`src/rtl/mem_access_ctrl.sv`:
```
// mem_access_ctrl: sequences one CPU request into the RAM's setup/strobe/hold enable protocol
module mem_access_ctrl #(
    parameter int DATA_WIDTH = 32,
    parameter int ADDR_SPACE = 9
) (
    input  logic                  clk,
    input  logic                  clr,
    input  logic                  req_read,
    input  logic                  req_write,
    input  logic [ADDR_SPACE-1:0] req_addr,
    input  logic [DATA_WIDTH-1:0] req_wdata,
    output logic                  busy,
    output logic                  done,
    output logic                  err,
    output logic [DATA_WIDTH-1:0] rdata,
    output logic [ADDR_SPACE-1:0] mem_addr,
    output logic [DATA_WIDTH-1:0] mem_datain,
    output logic                  mem_read,
    output logic                  mem_write,
    output logic                  mem_enable,
    input  logic [DATA_WIDTH-1:0] mem_dataout
);
    typedef enum logic [2:0] {IDLE, SETUP, STROBE, HOLD, DONE} state_t;
    state_t                  state_q, state_d;
    logic                    busy_q, busy_d, done_q, done_d, err_q, err_d;
    logic                    mem_read_q, mem_read_d, mem_write_q, mem_write_d;
    logic                    mem_enable_q, mem_enable_d;
    logic [DATA_WIDTH-1:0]   rdata_q, rdata_d, mem_datain_q, mem_datain_d;
    logic [ADDR_SPACE-1:0]   mem_addr_q, mem_addr_d;
    logic                    legal, illegal;
    assign legal   = req_read ^ req_write;
    assign illegal = req_read & req_write;
    // next state and registered outputs; IDLE and DONE both accept, the other states ignore req_*
    always_comb begin
        state_d      = state_q;
        done_d       = 1'b0;
        err_d        = 1'b0;
        mem_enable_d = 1'b0;
        rdata_d      = rdata_q;
        mem_addr_d   = mem_addr_q;
        mem_datain_d = mem_datain_q;
        mem_read_d   = mem_read_q;
        mem_write_d  = mem_write_q;
        case (state_q)
            IDLE, DONE: begin
                state_d = legal ? SETUP : IDLE;
                err_d   = illegal;
                if (legal) begin
                    mem_addr_d   = req_addr;
                    mem_datain_d = req_write ? req_wdata : mem_datain_q;
                    mem_read_d   = req_read;
                    mem_write_d  = req_write;
                end
            end
            SETUP: begin
                state_d      = STROBE;
                mem_enable_d = 1'b1;
            end
            STROBE: state_d = HOLD;
            HOLD: begin
                state_d     = DONE;
                done_d      = 1'b1;
                rdata_d     = mem_read_q ? mem_dataout : rdata_q;
                mem_read_d  = 1'b0;
                mem_write_d = 1'b0;
            end
            default: state_d = IDLE;
        endcase
        busy_d = (state_d == SETUP) || (state_d == STROBE) || (state_d == HOLD);
    end
    // state and output registers; clr clears everything without waiting for a clock
    always_ff @(posedge clk or posedge clr) begin
        if (clr) begin
            state_q      <= IDLE;
            busy_q       <= 1'b0;
            done_q       <= 1'b0;
            err_q        <= 1'b0;
            mem_enable_q <= 1'b0;
            mem_read_q   <= 1'b0;
            mem_write_q  <= 1'b0;
            rdata_q      <= '0;
            mem_addr_q   <= '0;
            mem_datain_q <= '0;
        end else begin
            state_q      <= state_d;
            busy_q       <= busy_d;
            done_q       <= done_d;
            err_q        <= err_d;
            mem_enable_q <= mem_enable_d;
            mem_read_q   <= mem_read_d;
            mem_write_q  <= mem_write_d;
            rdata_q      <= rdata_d;
            mem_addr_q   <= mem_addr_d;
            mem_datain_q <= mem_datain_d;
        end
    end
    assign busy       = busy_q;
    assign done       = done_q;
    assign err        = err_q;
    assign rdata      = rdata_q;
    assign mem_addr   = mem_addr_q;
    assign mem_datain = mem_datain_q;
    assign mem_read   = mem_read_q;
    assign mem_write  = mem_write_q;
    assign mem_enable = mem_enable_q;
endmodule

```
`config.mk`:
```
export PLATFORM = sky130hd
export DESIGN_NAME = mem_access_ctrl
export DESIGN_NICKNAME = d
export VERILOG_FILES = /design/src/rtl/mem_access_ctrl.sv
export SDC_FILE = /design/constraint.sdc
export NUM_CORES = 1
export LEC_CHECK = 0
export CAP_MARGIN = 15
export CORE_UTILIZATION = 40
export CTS_BUF_LIST = sky130_fd_sc_hd__clkbuf_8
export DETAILED_ROUTE_END_ITERATION = 8
export PLACE_DENSITY = 0.89
export SYNTH_ARGS = -nofsm -noshare
export SYNTH_HDL_FRONTEND = slang
export SYNTH_SLANG_ARGS = --single-unit
```
`constraint.sdc`:
```
create_clock -name clk -period 6.5 [get_ports clk]
set_input_delay 1.3 -clock clk [delete_from_list [all_inputs] [get_ports clk]]
set_output_delay 1.3 -clock clk [all_outputs]
set_load 0.005 [all_outputs]
```
==> results.md <==
- Status: finished clean
- CP Class: primary input to register
- Hold Crit Class: register to register
- Setup TNS: 0 ps
- Leak Pwr: ~2.3 nW
- Synthesized flop and latch total: 82
- Cell taking the most area after synthesis: dfrtp_1
- Crit path buffers/inverters: 2
- Post-CTS Setup Bufs: 0
- Gr ovfl total: 0
- Least-Margin Pin Slew: ~1000 ps
- DRC violations left: 0
- CP required: approximately 6700 ps
- Final Hold Slack: between 400 and 500 ps
- Htree depth: 3
- Max Freq: approximately 360 MHz
- Worst slew margin: 32.05%
- Row count: 32
- Antenna viol nets, final: 0
- Syn avg cell area: approximately 16 µm²
- Average routed wire per standard cell: between 15 and 20 µm
- Clk_lat worst skew: roughly 340 ps
- VDD IR-drop max: around 0.22 mV
- Clk root buf: clkbuf_8
- First-pass GRT wire length: around 12000 µm
- Layout cells sized above 1: between 20% and 30%
- DR pass1 iterations: 4
- Slowest cell delay on critical path: approximately 520 ps
- Post-synthesis sequential area ratio: between 60% and 70%
- Clk buf depth: 2
- Vias per cell: around 4.7
- Port-buffer cells: roughly 160
- Critical path's top delay family: buffers and inverters
- Number of global-route vias before repair: 2326
- Area grow syn2layout: 56.27%
- Dpl hpwl: around 5500 µm
- Slowest cell on crit path: clkdlybuf4s50_1
- Pin count of the biggest net entering global routing: between 80 and 90
- Worst setup SP type: primary input
- Post-route cell area: around 0.005 mm²
- Initial antenna violation count: 0
- CTS tree: yes
- Fill cells: ~600
- Minimum clock period: around 2800 ps
- Initial Util: about two fifths
- RSZ-0062 raised after global routing: false
- Cts repair resizes: 0
- Die area: between 0.008 and 0.009 mm²
- Post-Syn Area: 0.003251 mm²
- Fin nets: roughly 450
- Clk_skew: around 14 ps
- Area after DPL: around 0.005 mm²
- Synth warnings: 0
- Max_cap viols: 0
- CP Capture Type: register
- Crit-path max FO: 11
- Placer Congestion: 0.7747
- CP cell instances: clkdlybuf4s50_1 > inv_1 > ha_1 > or3_1 > o22ai_1 > a21oi_1
- Clock slew at reported path FFs: approximately 70 ps
- Clk sink count: slightly above 80
- Core area: 0.007807 mm²
- Antenna diodes: 0
- Hold buffers post-CTS: 0
- Chip width: around 92 µm
- Top-area cell type share of the netlist area: a little over three fifths
- Iteration-0 DRC Markers: 54
- Final critical-path share of the clock period: between 40% and 50%
- Via Count: 2217
- WL final: 7520 µm
- Total GRT Usage: between 10% and 20%
- Hold Violations, Final: 0
- I/O pin total: 156
- Mapped Nets: about 290
- Num CTS Buffers: 9
- Mapped Cells: about 210
- Synth unique cells: 27
- Top post-synthesis cells by area: dfrtp_1, mux2_4, mux2_2
- Slew Viols, Final: 0
- Critical path arrival: 2980 ps
- Pwr/cell area: between 400 and 500 mW/mm²
- Final core utilization: roughly two thirds
- Setup Viol. Count Final: 0
- Die H: just over 90 µm
## Yosys cell counts
cell type / instances
a211oi_1: 1
a21oi_1: 1
a221oi_1: 1
and3b_1: 1
and3b_4: 1
buf_2: 1
buf_4: 3
buf_6: 4
clkbuf_1: 1
dfrtp_1: 82
ha_1: 2
inv_1: 2
mux2_1: 1
mux2_2: 33
mux2_4: 30
nand2_1: 29
nand2_4: 1
nand2b_1: 1
nor2_1: 5
nor2b_1: 1
nor3_2: 1
nor3b_1: 1
nor3b_4: 1
o21ai_0: 1
o22ai_1: 1
or3_1: 1
xnor2_1: 1
## per-stage QoR
stage / instances / setup slack [ps] / power, mW
finish: 474 / 3718 / 2.333
floorplan: 208 / 3092 / 1.347
CTS: 474 / 3723 / 2.362
global placement: 458 / 3484 / 1.919
detailed placement: 458 / 3367 / 1.964
global route: 474 / 3659 / 2.467
## routing by layer
| layer | GRT usage [%] | vias up | routed length, µm |
|---|---|---|---|
| met5 | 0 | - | 0 |
| met4 | 6.641 | 0 | 124 |
| met3 | 3.980 | 11 | 339 |
| met2 | 32.09 | 80 | 3994 |
| met1 | 21.51 | 1105 | 3061 |
| li1 | - | 1021 | - |
## sequential cells by signal (all words and copies together) (netlist names)
signal and flops:
mem_datain 32, done 1, mem_write 1, rdata 32, mem_addr 9, state_q 3, err 1, mem_read 1
mem_enable 1, busy 1
## kinds of logic (layout without fill, tap and decap cells)
family | count (synthesis) | count (layout) | share of synthesized area [%]
compound gates | 5 | 5 | 1.001
xor+xnor | 1 | 1 | 0.2695
fa+ha+maj | 2 | 2 | 0.7697
buf+inv | 11 | 175 | 2.579
flops | 82 | 82 | 63.13
mux | 64 | 64 | 25.64
simple gates | 43 | 43 | 6.621
## layout by cell type, fill, tap and decap left out, drive strengths merged, types with 2 or more instances in the layout
master,instances
buf,2
nor3b,2
ha,2
clkbuf,9
clkdlybuf4s50,155
clkinv,4
dfrtp,82
and3b,2
nor2,5
inv,3
mux2,64
bufinv,2
nand2,30
## final cells by class
cell class	count	area, µm²	area share, %
Tap cell	102	127.6	2.512
Multi-Input combinational cell	115	1115	21.95
Clock buffer	9	123.9	2.438
Inverter	2	8.758	0.1724
Timing Repair Buffer	157	1567	30.84
Clock inverter	7	86.33	1.700
Sequential cell	82	2052	40.39
## worst min-delay path, stage by stage, from the launching register on
cell and delay [ps]:
dfrtp_1 350, nand2_1 50, nand2_1 50
## worst paths after layout
kind                                   from        endpoint  slack (ps)  cells past startpoint
worst min register to register  mem_addr[6]     mem_addr[6]         480                      2
min in group asynchronous               clr  mem_datain[11]        1590                      3
worst max register to register   state_q[1]       rdata[21]        4670                      3
max in group asynchronous               clr       rdata[13]        4250                      3
worst min-delay path            mem_addr[6]     mem_addr[6]         480                      2
worst max-delay path               req_read       mem_write        3720                      6
## report_power, final
part	total, mW	internal (mW)	leakage (nW)	switching, mW
clock	0.387	0.213	0.116	0.174
combinational	1.02	0.723	1.19	0.292
sequential	0.930	0.765	0.980	0.165
total	2.33	1.70	2.28	0.631
Note: power is estimated with default switching activity, not from simulation.
